===== config.mk =====
export PLATFORM = sky130hd
export DESIGN_NAME = way_select_ctrl_flat
export DESIGN_NICKNAME = d
export VERILOG_FILES = /design/src/rtl/way_select_ctrl_pkg.sv /design/src/rtl/way_select_ctrl_if.sv /design/src/rtl/way_select_ctrl_plru.sv /design/src/rtl/way_select_ctrl.sv /design/src/flat_wrapper.sv
export SDC_FILE = /design/constraint.sdc
export NUM_CORES = 1
export LEC_CHECK = 0
export CORE_ASPECT_RATIO = 1.1
export CORE_MARGIN = 2
export CORE_UTILIZATION = 42
export DETAILED_ROUTE_END_ITERATION = 8
export SLEW_MARGIN = 25
export SYNTH_ARGS = -nofsm -noshare
export SYNTH_HDL_FRONTEND = slang
export SYNTH_HIERARCHICAL = 1
export SYNTH_SLANG_ARGS = --single-unit

===== constraint.sdc =====
create_clock -name clk -period 8.4 [get_ports clk]
set_clock_uncertainty 0.15 [all_clocks]
set_input_delay 1.68 -clock clk [delete_from_list [all_inputs] [get_ports clk]]
set_output_delay 1.68 -clock clk [all_outputs]
set_load 0.02 [all_outputs]

===== src/rtl/way_select_ctrl_pkg.sv =====
// ---------------------------------------------------------------------------
// cache_pkg: shared definitions for the L2 way-select controller slice.
//   - op_e      : request opcodes (encoding 3 is reserved and decodes as PROBE)
//   - state_e   : controller FSM states
//   - DEF_*     : default geometry of the simulated L2
//   - WAY_W     : width of a way index for the default associativity
//   - decode_op : maps the raw 2-bit request opcode onto op_e
// ---------------------------------------------------------------------------
package cache_pkg;

  localparam int DEF_SETS     = 4;
  localparam int DEF_WAYS     = 8;
  localparam int DEF_TAG_BITS = 8;
  localparam int WAY_W        = $clog2(DEF_WAYS);

  typedef enum logic [1:0] {
    OP_LOOKUP     = 2'd0,
    OP_PROBE      = 2'd1,
    OP_INVALIDATE = 2'd2
  } op_e;

  typedef enum logic [1:0] {
    ST_IDLE   = 2'd0,
    ST_LOOKUP = 2'd1,
    ST_RESP   = 2'd2
  } state_e;

  // The reserved encoding behaves as a side-effect-free PROBE.
  function automatic op_e decode_op(input logic [1:0] raw);
    return (raw == 2'd3) ? OP_PROBE : op_e'(raw);
  endfunction

endpackage


===== src/rtl/way_select_ctrl_if.sv =====
// ---------------------------------------------------------------------------
// way_select_if: request/response handshake bundle of the way-select
// controller.
//   master : requester side (drives req_*, resp_ready)
//   slave  : controller side (drives req_ready, resp_*)
// Request : req_valid/req_ready, req_op, req_set, req_tag
// Response: resp_valid/resp_ready, resp_hit, resp_way, resp_evict_valid,
//           resp_evict_tag
// ---------------------------------------------------------------------------
interface way_select_if #(
  parameter int sets     = cache_pkg::DEF_SETS,
  parameter int ways     = cache_pkg::DEF_WAYS,
  parameter int tag_bits = cache_pkg::DEF_TAG_BITS
);
  localparam int set_w = $clog2(sets);
  localparam int way_w = $clog2(ways);

  logic                req_valid;
  logic                req_ready;
  logic [1:0]          req_op;
  logic [set_w-1:0]    req_set;
  logic [tag_bits-1:0] req_tag;

  logic                resp_valid;
  logic                resp_ready;
  logic                resp_hit;
  logic [way_w-1:0]    resp_way;
  logic                resp_evict_valid;
  logic [tag_bits-1:0] resp_evict_tag;

  modport master (
    output req_valid, req_op, req_set, req_tag, resp_ready,
    input  req_ready, resp_valid, resp_hit, resp_way, resp_evict_valid, resp_evict_tag
  );

  modport slave (
    input  req_valid, req_op, req_set, req_tag, resp_ready,
    output req_ready, resp_valid, resp_hit, resp_way, resp_evict_valid, resp_evict_tag
  );
endinterface


===== src/rtl/way_select_ctrl_plru.sv =====
// ---------------------------------------------------------------------------
// plru_tree: combinational tree pseudo-LRU helper for one set.
//   nodes      in  ways-1 node bits, heap order (root = 0, children 2i+1/2i+2);
//                  a 0 points at the lower-index half, a 1 at the upper half
//   touch_way  in  way being made most-recently used
//   victim     out way reached by following the node pointers from the root
//   nodes_next out nodes with every node on touch_way's path pointing away
// ---------------------------------------------------------------------------
module plru_tree #(
  parameter int ways = 8
) (
  input  logic [ways-2:0]         nodes,
  input  logic [$clog2(ways)-1:0] touch_way,
  output logic [$clog2(ways)-1:0] victim,
  output logic [ways-2:0]         nodes_next
);
  localparam int way_w = $clog2(ways);

  // Way index bits are consumed MSB first: the root splits the ways in half.
  always_comb begin : walk_victim
    logic [way_w-1:0] idx;
    // NOTE: every variable of a combinational block gets a value before any
    // branch can skip it; otherwise synthesis infers a latch to hold it.
    idx    = '0;
    victim = '0;
    for (int lvl = 0; lvl < way_w; lvl++) begin
      victim[way_w-1-lvl] = nodes[idx];
      idx = way_w'(2 * idx + 1 + nodes[idx]);
    end
  end

  always_comb begin : walk_touch
    logic [way_w-1:0] idx;
    logic             dir;
    idx        = '0;
    dir        = 1'b0;
    nodes_next = nodes;
    for (int lvl = 0; lvl < way_w; lvl++) begin
      dir             = touch_way[way_w-1-lvl];
      nodes_next[idx] = ~dir;
      idx = way_w'(2 * idx + 1 + dir);
    end
  end
endmodule


===== src/rtl/way_select_ctrl.sv =====
// ---------------------------------------------------------------------------
// way_select_ctrl: tag lookup and replacement controller feeding the select
// input of the L2 way-data multiplexor.
//   clk    in  clock, all state changes on the rising edge
//   reset  in  synchronous, active-high
//   bus    slave side of way_select_if (request and response handshakes)
// A request is captured in IDLE, matched against every way of its set in
// LOOKUP (where the valid/tag/PLRU arrays are also updated), and the result
// is held in RESP until the consumer takes it.
// ---------------------------------------------------------------------------
module way_select_ctrl
  import cache_pkg::*;
#(
  parameter int sets     = DEF_SETS,
  parameter int ways     = DEF_WAYS,
  parameter int tag_bits = DEF_TAG_BITS
) (
  input logic        clk,
  input logic        reset,
  way_select_if.slave bus
);
  localparam int set_w = $clog2(sets);
  localparam int way_w = $clog2(ways);

  // Control and captured request.
  state_e              state_q, state_d;
  op_e                 op_q;
  logic [set_w-1:0]    set_q;
  logic [tag_bits-1:0] tag_in_q;
  logic                accept;

  // Per-set arrays.
  logic [ways-1:0]     valid_q [sets];
  logic [tag_bits-1:0] tags_q  [sets][ways];
  logic [ways-2:0]     plru_q  [sets];

  // Registered response.
  logic                resp_hit_q, resp_evict_valid_q;
  logic [way_w-1:0]    resp_way_q;
  logic [tag_bits-1:0] resp_evict_tag_q;

  // Lookup datapath for the captured set.
  logic [ways-1:0]     set_valid, hit_vec;
  logic [ways-2:0]     set_plru, plru_touched;
  logic                any_hit, any_invalid;
  logic [way_w-1:0]    hit_way, free_way, plru_victim, victim, touch_way;

  // Next response and array update controls.
  logic                hit_d, evict_valid_d;
  logic [way_w-1:0]    way_d;
  logic [tag_bits-1:0] evict_tag_d;
  logic                do_fill, do_clear, do_touch;

  // Handshakes are suppressed while reset is held so an in-flight request
  // never produces a response.
  assign bus.req_ready  = (state_q == ST_IDLE) && !reset;
  assign bus.resp_valid = (state_q == ST_RESP) && !reset;
  assign accept         = bus.req_valid && bus.req_ready;

  assign bus.resp_hit         = resp_hit_q;
  assign bus.resp_way         = resp_way_q;
  assign bus.resp_evict_valid = resp_evict_valid_q;
  assign bus.resp_evict_tag   = resp_evict_tag_q;

  assign set_valid = valid_q[set_q];
  assign set_plru  = plru_q[set_q];

  // Tag match and lowest-index invalid way; scanning downwards lets the
  // lowest matching index win.
  always_comb begin
    hit_vec     = '0;
    any_hit     = 1'b0;
    hit_way     = '0;
    any_invalid = 1'b0;
    free_way    = '0;
    for (int w = 0; w < ways; w++) begin
      hit_vec[w] = set_valid[w] && (tags_q[set_q][w] == tag_in_q);
    end
    for (int w = ways - 1; w >= 0; w--) begin
      if (hit_vec[w]) begin
        any_hit = 1'b1;
        hit_way = way_w'(w);
      end
      if (!set_valid[w]) begin
        any_invalid = 1'b1;
        free_way    = way_w'(w);
      end
    end
  end

  assign victim    = any_invalid ? free_way : plru_victim;
  assign touch_way = any_hit ? hit_way : victim;

  plru_tree #(.ways(ways)) u_plru (
    .nodes      (set_plru),
    .touch_way  (touch_way),
    .victim     (plru_victim),
    .nodes_next (plru_touched)
  );

  always_comb begin
    state_d = state_q;
    unique case (state_q)
      ST_IDLE:   if (accept) state_d = ST_LOOKUP;
      ST_LOOKUP: state_d = ST_RESP;
      ST_RESP:   if (bus.resp_ready) state_d = ST_IDLE;
      default:   state_d = ST_IDLE;
    endcase
  end

  always_comb begin
    hit_d         = any_hit;
    way_d         = '0;
    evict_valid_d = 1'b0;
    evict_tag_d   = '0;
    do_fill       = 1'b0;
    do_clear      = 1'b0;
    do_touch      = 1'b0;
    case (op_q)
      OP_LOOKUP: begin
        do_touch = 1'b1;
        if (any_hit) begin
          way_d = hit_way;
        end else begin
          way_d         = victim;
          evict_valid_d = set_valid[victim];
          evict_tag_d   = set_valid[victim] ? tags_q[set_q][victim] : '0;
          do_fill       = 1'b1;
        end
      end
      OP_INVALIDATE: begin
        if (any_hit) begin
          way_d    = hit_way;
          do_clear = 1'b1;
        end
      end
      default: begin
        // PROBE reports what a LOOKUP would, without touching any state.
        way_d = any_hit ? hit_way : victim;
      end
    endcase
  end

  // NOTE: sequential state uses non-blocking assignments so every register
  // samples the pre-edge values regardless of statement order.
  always_ff @(posedge clk) begin
    if (reset) begin
      state_q            <= ST_IDLE;
      op_q               <= OP_LOOKUP;
      set_q              <= '0;
      tag_in_q           <= '0;
      resp_hit_q         <= 1'b0;
      resp_way_q         <= '0;
      resp_evict_valid_q <= 1'b0;
      resp_evict_tag_q   <= '0;
      for (int s = 0; s < sets; s++) begin
        valid_q[s] <= '0;
        plru_q[s]  <= '0;
      end
    end else begin
      state_q <= state_d;
      if (accept) begin
        op_q     <= decode_op(bus.req_op);
        set_q    <= bus.req_set;
        tag_in_q <= bus.req_tag;
      end
      // Arrays commit on the LOOKUP->RESP edge so the next request already
      // sees this one's effect.
      if (state_q == ST_LOOKUP) begin
        resp_hit_q         <= hit_d;
        resp_way_q         <= way_d;
        resp_evict_valid_q <= evict_valid_d;
        resp_evict_tag_q   <= evict_tag_d;
        if (do_fill)  valid_q[set_q][victim]  <= 1'b1;
        if (do_clear) valid_q[set_q][hit_way] <= 1'b0;
        if (do_touch) plru_q[set_q]           <= plru_touched;
      end
    end
  end

  // NOTE: tag storage has no reset; the cleared valid bits already mask every
  // stale tag, so resetting it would only add reset fan-out to a RAM-like array.
  always_ff @(posedge clk) begin
    if (!reset && state_q == ST_LOOKUP && do_fill) begin
      tags_q[set_q][victim] <= tag_in_q;
    end
  end
endmodule


===== src/flat_wrapper.sv =====
// flat-port wrapper written by rule: the top's interface ports become plain ports
module way_select_ctrl_flat import cache_pkg::*;
#(
  parameter int sets     = DEF_SETS,
  parameter int ways     = DEF_WAYS,
  parameter int tag_bits = DEF_TAG_BITS
)
  (clk, reset, bus_req_valid, bus_req_op, bus_req_set, bus_req_tag, bus_resp_ready, bus_req_ready, bus_resp_valid, bus_resp_hit, bus_resp_way, bus_resp_evict_valid, bus_resp_evict_tag);
  way_select_if #(.sets(sets), .ways(ways), .tag_bits(tag_bits)) bus_i ();
  input logic clk;
  input logic reset;
  input wire logic [$bits(bus_i.req_valid)-1:0] bus_req_valid;
  input wire logic [$bits(bus_i.req_op)-1:0] bus_req_op;
  input wire logic [$bits(bus_i.req_set)-1:0] bus_req_set;
  input wire logic [$bits(bus_i.req_tag)-1:0] bus_req_tag;
  input wire logic [$bits(bus_i.resp_ready)-1:0] bus_resp_ready;
  output wire logic [$bits(bus_i.req_ready)-1:0] bus_req_ready;
  output wire logic [$bits(bus_i.resp_valid)-1:0] bus_resp_valid;
  output wire logic [$bits(bus_i.resp_hit)-1:0] bus_resp_hit;
  output wire logic [$bits(bus_i.resp_way)-1:0] bus_resp_way;
  output wire logic [$bits(bus_i.resp_evict_valid)-1:0] bus_resp_evict_valid;
  output wire logic [$bits(bus_i.resp_evict_tag)-1:0] bus_resp_evict_tag;
  assign bus_i.req_valid = bus_req_valid;
  assign bus_i.req_op = bus_req_op;
  assign bus_i.req_set = bus_req_set;
  assign bus_i.req_tag = bus_req_tag;
  assign bus_i.resp_ready = bus_resp_ready;
  assign bus_req_ready = bus_i.req_ready;
  assign bus_resp_valid = bus_i.resp_valid;
  assign bus_resp_hit = bus_i.resp_hit;
  assign bus_resp_way = bus_i.resp_way;
  assign bus_resp_evict_valid = bus_i.resp_evict_valid;
  assign bus_resp_evict_tag = bus_i.resp_evict_tag;
  way_select_ctrl #(.sets(sets), .ways(ways), .tag_bits(tag_bits)) u_core (.clk(clk), .reset(reset), .bus(bus_i));
endmodule

# After elaboration in Yosys (flattened, before gate mapping)
# Memories as Yosys holds them, arrays and structs flattened. A register that Yosys moved wholly into a read port is not among the register bits.
# Index checks and enable logic that the tools add are counted.
[op_classes] n_reduce_logical=24 eq_ne=14 magnitude_cmp=12 bitwise_logic=12 n_mux=107 addsub=6
[ops] operator="$mux W8" n=10
[ops] operator="$eq A8 B8 Y1" n=8
[ops] operator="$mux W64" n=1
[ops] operator="$mux W3" n=20
[ops] operator="$mux W1" n=52
[ops] operator="$bmux W8 S3" n=1
[ops] operator="$demux W8 S3" n=1
[ops] operator="$mux W2" n=11
[ops] operator="$lt A3 B4 Y1 const B" n=5
[ops] operator="$logic_and A1 B1 Y1" n=18
[ops] operator="$bwmux W7" n=2
[ops] operator="$demux W1 S3" n=4
[ops] operator="$bmux W1 S3" n=3
[ops] operator="$ge A3 B1 Y1 const B" n=3
[ops] operator="$or A1 B1 Y1" n=8
[ops] operator="$reduce_or A8 Y1" n=1
[ops] operator="$mux W7" n=1
[ops] operator="$reduce_or A7 Y1" n=1
[ops] operator="$add A3 B1 Y3" n=2
[ops] operator="$add A3 B1 Y3 const B" n=2
[ops] operator="$eq A2 B2 Y1 const B" n=3
[ops] operator="$pmux W2 S3" n=1
[ops] operator="$add A1 B1 Y2 const A" n=2
[ops] operator="$ge A4 B4 Y1 const B" n=1
[ops] operator="other kinds (11)" n=14
[word_totals] wordCells=186 out_inout_bits=15 register_bits=27 n_memories=3 inputBits=16 ram_bits=316
[memory_table] memory="u_core.tags_q" depth=4 word_bits=64 read_ports=1 rd_ports_with_merged_regs=1 wr=1 line="way_select_ctrl.sv:34" text="logic [tag_bits-1:0] tags_q [sets][ways];"
[memory_table] memory="u_core.valid_q" depth=4 word_bits=8 read_ports=1 rd_ports_with_merged_regs=1 wr=4 line="way_select_ctrl.sv:33" text="logic [ways-1:0] valid_q [sets];"
[memory_table] memory="u_core.plru_q" depth=4 word_bits=7 read_ports=1 rd_ports_with_merged_regs=1 wr=4 line="way_select_ctrl.sv:35" text="logic [ways-2:0] plru_q [sets];"

# Logic depth before layout (Yosys ltp)
# Gate-level depths: netlist of the first run.
[logic_depth] word_depth=20 ltp_mapped=24 ltp_nobuf=16

# Cells and area by module
# The synthesis of the first run kept the hierarchy.
[modules_own_cells] mod="way_select_ctrl" seq_area_each_um2=10069.7 n_inst=1 cells_per_inst=1088 area_per_inst_um2=15655.0
[modules_own_cells] mod="plru_tree" seq_area_each_um2=0.0 n_inst=1 cells_per_inst=36 area_per_inst_um2=261.5

# Worst setup path after synthesis of the first run
# Ideal clock, no wire load.
[synth_timing] path_kind="reg2reg" from="register with a tool-made name" to="memory u_core/tags_q[0][10] (netlist name), enable pin" slack_ps=2722 path_stages_with_launch=21 path_buffers=9 t_arrival_ps=5158 setup_ps=370 required_time_ps=7880 period_less_slack_ps=5678 cell_sequence="dfxtp_1 buf_6 buf_6 buf_6 buf_2 buf_1 buf_1 mux4_2 mux2i_1 ha_1 mux2_2 a32o_1 o32a_1 nand2_1 o41ai_1 nor2_1 buf_4 buf_2 buf_1 nand2_1 nor2_1"
[synth_rtl] item="end: declaration" line="way_select_ctrl.sv:34"

==> results of run 1 <==
==> cell type report <==
type	count	area [um^2]	area share (%)
Tap cell	494	618	3.49
Timing Repair Buffer	47	423	2.39
Clock buffer	40	895	5.05
Clock inverter	22	215	1.21
Multi-Input combinational cell	687	5400	30.5
Inverter	21	78.8	0.445
Sequential cell	345	10100	56.9
==> per-stage QoR <==
stage | setup slack (ps) | instances | hold slack, ps | power [mW] | instance area [um^2]
floorplan | 2720 | 1124 | 316 | 2.17 | 15900
global placement | 2670 | 1594 | 292 | 2.27 | 16600
global route | 2170 | 1656 | 336 | 3.88 | 17700
finish | 2640 | 1656 | 303 | 3.76 | 17700
detailed placement | 2630 | 1594 | 292 | 2.28 | 16600
CTS | 2600 | 1656 | 306 | 3.79 | 17700
==> synth_stat cells (6+ instances only) <==
master,instances
nand3_1,19
inv_1,20
nand4_1,8
and3_1,7
xnor2_1,47
or3_1,9
buf_1,13
a211oi_1,14
dfxtp_1,29
clkbuf_1,26
a21oi_1,39
nor2b_1,8
edfxtp_1,316
mux2i_1,39
nor4_1,7
nor2_1,142
buf_4,8
buf_6,11
mux2_2,11
nand2_1,124
nand2b_1,8
buf_2,13
xor2_1,6
nor3_1,16
a31oi_1,10
o21ai_0,10
mux4_2,77
==> flip-flops by register name, indices dropped and copies added (netlist names), named ones only <==
name,cells
u_core/bus.resp_way,3
u_core/bus.resp_evict_tag,8
u_core/valid_q,32
u_core/tags_q,256
u_core/op_q,2
u_core/tag_in_q,8
u_core/set_q,2
u_core/bus.resp_evict_valid,1
u_core/state_q,2
u_core/plru_q,28
u_core/bus.resp_hit,1
==> metal layers <==
layer	routed length [um]	up-vias	GRT usage (%)
li1	-	4280	-
met2	20200	368	34.7
met5	0	-	0
met1	16900	4966	28.2
met4	1450	0	8.21
met3	2520	88	2.99
==> cells by family after synthesis <==
| group | Yosys count | share of synthesized area (%) |
|---|---|---|
| multiplexers | 127 | 14.1 |
| adder cells (fa/ha/maj) | 5 | 0.393 |
| buffers and inverters | 92 | 2.98 |
| flip-flops | 345 | 63.3 |
| AND/OR/NAND/NOR | 376 | 10.7 |
| XOR/XNOR | 53 | 2.92 |
| AO/OA/AOI/OAI | 126 | 5.64 |
==> worst reg2reg max path: stages, from the launching register on <==
cell and delay [ps]:
dfxtp_4 890, buf_4 860, mux4_2 680, xnor2_1 160, nand4_1 170, nor3_1 120, nor2_1 360, nand4b_4 300
nor4_1 600, nand2_1 300, nor2_1 790
==> worst max-delay path by stage <==
| stage | end | slack, ps | cells past startpoint |
|---|---|---|---|
| floorplan | u_core/tags_q[0][10] | 2720 | 20 |
| global placement | u_core/tags_q[3][12] | 2670 | 10 |
| detailed placement | u_core/tags_q[2][13] | 2630 | 10 |
| CTS | u_core/tags_q[2][14] | 2600 | 10 |
| global route | u_core/tags_q[2][14] | 2170 | 10 |
| finish | u_core/tags_q[3][6] | 2640 | 10 |
==> power groups by stage <==
| stage | logic, mW | registers [mW] | clock network [mW] |
|---|---|---|---|
| finish | 0.337 | 1.91 | 1.52 |
| global route | 0.361 | 1.91 | 1.62 |
| CTS | 0.334 | 1.91 | 1.55 |
| detailed placement | 0.333 | 1.94 | 0 |
| global placement | 0.331 | 1.94 | 0 |
| floorplan | 0.230 | 1.94 | 0 |
==> key figures, run 1 <==
CTS
  – Root Buffer Master: clkbuf_16
  – Hold Buf Count CTS: 0
  – Clock latency on the worst-skew pair: 530 ps
  – Clk pin slew, worst setup/hold paths: 60 ps
  – Sink Count: 345
  – CTS tree: built
  – Total CTS buffers: 35
  – Post-CTS Setup Inserts: 0
  – Max clock buf depth: 3
  – # resized after CTS: 0
  – # H-tree levels: 2

Run status
  – Outcome: finished, final reports clean

Hold path
  – Hold Crit Depth: 2
  – Hold Path Sink: u_core/bus.resp_evict_tag[1]
  – Worst hold start: u_core/bus.resp_evict_tag[1]
  – Tightest Hold Check Type: flip-flop to flip-flop

Die
  – Die Wd: 190 um
  – Die height: 208 um
  – I/O pin cnt: 31
  – Core ar.: 0.0372 mm^2
  – Cell Rows: 74
  – Initial Util: 42.8%
  – Die ar.: 0.0395 mm^2

Timing
  – Final TNS setup: 0 ps
  – Worst relative slew slack: 37.0%
  – Fmax: 0.173 GHz
  – Slew Limit Fails: 0
  – Final setup viols: 0
  – RSZ-0062 raised after global routing: false
  – Min cycle time layout: 5760 ps
  – Tcrit/Tclk final: 68.6%
  – Endpoints failing hold: 0
  – Least-Margin Pin Slew: 941 ps

Worst setup path
  – CP Class: flip-flop to flip-flop
  – Worst EP arrival: 5750 ps
  – CP Launch Type: flip-flop
  – Most numerous cell on the critical path: nor2_1
  – CP Buf/Inv Count: 1
  – CP Cell Sequence: buf_4 > mux4_2 > xnor2_1 > nand4_1 > nor3_1 > nor2_1 > nand4b_4 > nor4_1 > nand2_1 > nor2_1
  – Slowest CP cell: dfxtp_4
  – Top delay family on crit path: simple AND/OR/NAND/NOR gates
  – Worst Path Required: 8380 ps
  – Crit Reg-Reg Endpoint: u_core/tags_q[3][6]
  – Reg2reg setup slack: 2640 ps
  – CP Capture Type: flip-flop
  – Crit path max fanout: 49
  – Biggest cell delay along the critical path: 890 ps
  – Reg2Reg Depth: 10

Synthesis
  – Synth warn: 6
  – Cell taking the most area after synthesis: edfxtp_1
  – EDFF count, synth: 316
  – Top_reg_cell synth: edfxtp_1
  – Syn avg cell area: 14.2 um^2
  – Library cells used by synthesis: 75
  – Synth Instances: 1124
  – Syn Std Cell Area: 0.0159 mm^2
  – Largest cells by area after synthesis: edfxtp_1 60%, mux4_2 11%, dfxtp_1 3.6%
  – Post-synth top area share: 59.6%
  – Syn_nets: 1145
  – Sequential fraction of the synthesis area: 63.3%
  – Flops & latches, synth: 345
  – Post-synth ARST share: 0%

Layout
  – Commonest non-fill, non-tap cell in the layout: edfxtp_1
  – Ant diodes: 0
  – Post-layout nets: 1158
  – Final core occ: 47.6%
  – Commonest non-fill, non-tap cells in the layout: 316 x edfxtp_1, 141 x nor2_1, 124 x nand2_1
  – Filler cells: 3312
  – Share of cells above drive strength 1: 16.1%
  – Area Growth Syn to Fin: 11.3%

Global routing
  – Global-route usage over all layers: 21.0%
  – Largest net degree at the start of global routing: 50
  – Grt ovf: 0
  – First-pass GRT wire length: 61500 um
  – Number of global-route vias before repair: 9626
  – Initial antenna violation count: 0

Routing
  – First-pass DRT Iterations: 6
  – Routed via count: 9702
  – DR iter-0 viols: 918
  – Antenna Violating Nets Remaining: 0
  – # DRC: 0
  – Final WL: 41100 um
  – Vias/cell: 5.86
  – DR WL/cell: 24.8 um

Placed design
  – Detailed placement HPWL: 26400 um
  – Buffers on Ports: 30
  – Routability congestion estimate: 0.851

Pwr
  – Clock Power Share: 40.4%
  – Internal cell power: 2.91 mW
  – Net Switching: 860 uW
  – Sequential fraction of design power: 50.6%
  – Pleak: 5.72 nW
  – Sw frac: 22.8%
  – Comb pwr share: 9.0%
  – Power Density: 213 mW/mm^2
  – Maximum vdd drop: 0.000143 V

Run
  – Max Cap Viol: 0
No activity file was read; power rests on OpenSTA's default activity.
==> run 2: changes to the inputs <==
- clock period: 8.4 -> 5.2 ns (I/O delays scaled with it)
==> run 2 against run 1 <==
Net effect:
- non-clock buffer count is 31 higher
- combinational power is 61% higher
- clock power is 74% higher
- sequential share of layout area is 1.3 points lower
- total power is 67% higher
- largest cell class unchanged
- largest power group unchanged
==> key figures, run 2 (synthesis results as in run 1) <==
Die
  – Cell Rows: 74 (unchanged)
  – Core ar.: 0.0372 mm^2 (unchanged)
  – Die Wd: 190 um (unchanged)
  – I/O pin cnt: 31 (unchanged)
  – Die height: 208 um (unchanged)
  – Initial Util: 42.8% (unchanged)
  – Die ar.: 0.0395 mm^2 (unchanged)

CTS
  – Post-CTS Setup Inserts: 0 (unchanged)
  – # H-tree levels: 2 (unchanged)
  – Clock latency on the worst-skew pair: 530 ps (about the same)
  – Total CTS buffers: 38 (+8.6%)
  – Hold Buf Count CTS: 0 (unchanged)
  – Root Buffer Master: clkbuf_16
  – # resized after CTS: 0 (unchanged)
  – Sink Count: 345 (unchanged)
  – Clk pin slew, worst setup/hold paths: 60 ps (about the same)
  – CTS tree: built
  – Max clock buf depth: 3 (unchanged)

Timing
  – Min cycle time layout: 4820 ps (-940 ps)
  – Least-Margin Pin Slew: 970 ps (+28.4 ps)
  – Fmax: 0.207 GHz (+19%)
  – Slew Limit Fails: 0 (unchanged)
  – Setup ws final: 376 ps (-2260 ps)
  – Tcrit/Tclk final: 92.8% (+24 points)
  – Final setup viols: 0 (unchanged)
  – RSZ-0062 raised after global routing: false
  – Hold WS: 332 ps (+29.5 ps)
  – Worst relative slew slack: 35.4% (-1.7 points)
  – Final TNS setup: 0 ps (unchanged)
  – Endpoints failing hold: 0 (unchanged)

Hold path
  – Tightest Hold Check Type: flip-flop to flip-flop

Layout
  – Share of cells above drive strength 1: 19.5% (+3.4 points)
  – Post-layout nets: 1192 (+2.9%)
  – Filler cells: 3223 (-2.7%)
  – Commonest non-fill, non-tap cell in the layout: edfxtp_1
  – Commonest non-fill, non-tap cells in the layout: 316 x edfxtp_1, 133 x nor2_1, 124 x nand2_1
  – Ant diodes: 0 (unchanged)
  – Regs by FF count: u_core/tags_q (256), u_core/valid_q (32), u_core/plru_q (28)
  – Top register by number of flip-flops: u_core/tags_q
  – Final core occ: 48.7% (+1.1 points)
  – Area Growth Syn to Fin: 13.9%
  – Max reg flops: 256 (unchanged)

Routing
  – Final WL: 41200 um (+0.34%)
  – DR WL/cell: 24.4 um (-1.8%)
  – Antenna Violating Nets Remaining: 0 (unchanged)
  – Vias/cell: 5.84 (-0.33%)
  – # DRC: 0 (unchanged)
  – First-pass DRT Iterations: 8 (+2)
  – DR iter-0 viols: 1030 (+12%)
  – Routed via count: 9880 (+1.8%)

Worst setup path
  – Top delay family on crit path: simple AND/OR/NAND/NOR gates
  – Worst Path Required: 5280 ps (-3100 ps)
  – CP Launch Type: flip-flop
  – Worst EP arrival: 4910 ps (-840 ps)
  – CP Capture Type: flip-flop
  – CP Class: flip-flop to flip-flop
  – Crit path max fanout: 28 (-43%)
  – Slowest CP cell: or4_1
  – Biggest cell delay along the critical path: 680 ps (-210 ps)
  – CP Buf/Inv Count: 1 (unchanged)
  – CP Cell Sequence: mux4_2 > mux2i_1 > ha_1 > mux2_2 > a32o_1 > o32a_1 > nand2_1 > o41ai_1 > nor2_4 > buf_12 > or4_1 > and3_4 > nor2_1

Pwr
  – Net Switching: 1.44 mW (+68%)
  – Internal cell power: 4.83 mW (+66%)
  – Comb pwr share: 8.6% (-0.4 points)
  – Maximum vdd drop: 0.000269 V (+88%)
  – Pleak: 5.94 nW (+3.9%)
  – Clock Power Share: 42.0% (+1.6 points)
  – Sw frac: 23.0% (+0.15 points)
  – Power Density: 346 mW/mm^2 (+63%)
  – Sequential fraction of design power: 49.4% (-1.2 points)

Placed design
  – Routability congestion estimate: 0.898 (+5.5%)
  – Setup WS pre-CTS: 423 ps (-2210 ps)
  – Buffers on Ports: 30 (unchanged)
  – Detailed placement HPWL: 27100 um (+2.8%)

Run
  – Max Cap Viol: 0 (unchanged)

Global routing
  – Largest net degree at the start of global routing: 78 (+56%)
  – GR Util met3: 2.94% (-0.051 points)
  – GR Util met2: 34.1% (-0.67 points)
  – Initial antenna violation count: 0 (unchanged)
  – Global-route usage over all layers: 21.1% (+0.081 points)
  – GRT busiest layer: met2
  – Met1 usage: 28.9% (+0.69 points)
  – Number of global-route vias before repair: 9664 (+0.39%)
  – Grt ovf: 0 (unchanged)
  – First-pass GRT wire length: 62000 um (+0.75%)

Run status
  – Outcome: finished, final reports clean
## run 2: changes by cell type in the layout (fill, tap and decap cells not counted), sizes merged
cell | previous run | this run
buf | 18 | 49
clkbuf | 40 | 43
clkinv | 15 | 13
clkinvlp | 0 | 5
inv | 24 | 23
## run 2: cell type report
class	instances	area (um^2)	share of cell area, %
clock inverter	24	231	1.28
multi-input combinational	687	5420	29.9
inverter	21	78.8	0.435
clock buffer	43	991	5.47
timing repair buffer	78	706	3.89
sequential	345	10100	55.6
tap	494	618	3.41
## run 2: power by group through the flow
stage / clock network, mW / logic [mW] / registers [mW]
after floorplan: 0 / 0.373 / 3.14
after global placement: 0 / 0.532 / 3.15
after detailed placement: 0 / 0.535 / 3.16
after CTS: 2.69 / 0.537 / 3.10
after global routing: 2.79 / 0.578 / 3.10
final: 2.64 / 0.541 / 3.10
## run 2: final timing paths
path,start,to,slack [ps],cells past startpoint
max,flip-flop,u_core/valid_q[2][3],380,13
min,u_core/bus.resp_evict_tag[2],u_core/bus.resp_evict_tag[2],330,2
max reg2reg,flip-flop,u_core/valid_q[2][3],380,13
min reg2reg,u_core/bus.resp_evict_tag[2],u_core/bus.resp_evict_tag[2],330,2
## run 2: worst min-delay path, stage by stage (launching register included)
cell and delay (ps):
dfxtp_1 340, nand2_1 50, o21ai_0 60
## run 2: per-stage QoR
step | power (mW) | cells | instance area, um^2
3_3_place_gp | 3.69 | 1625 | 16900
3_5_place_dp | 3.69 | 1625 | 16900
5_1_grt | 6.47 | 1692 | 18100
4_1_cts | 6.33 | 1692 | 18100
2_1_floorplan | 3.51 | 1124 | 15900
6_report | 6.27 | 1692 | 18100
## run 2: layer usage
layer	up-vias	part of all wire, %
li1	4361	-
met1	5011	42
met3	98	6.2
met2	410	48
met5	-	0
met4	0	4.1
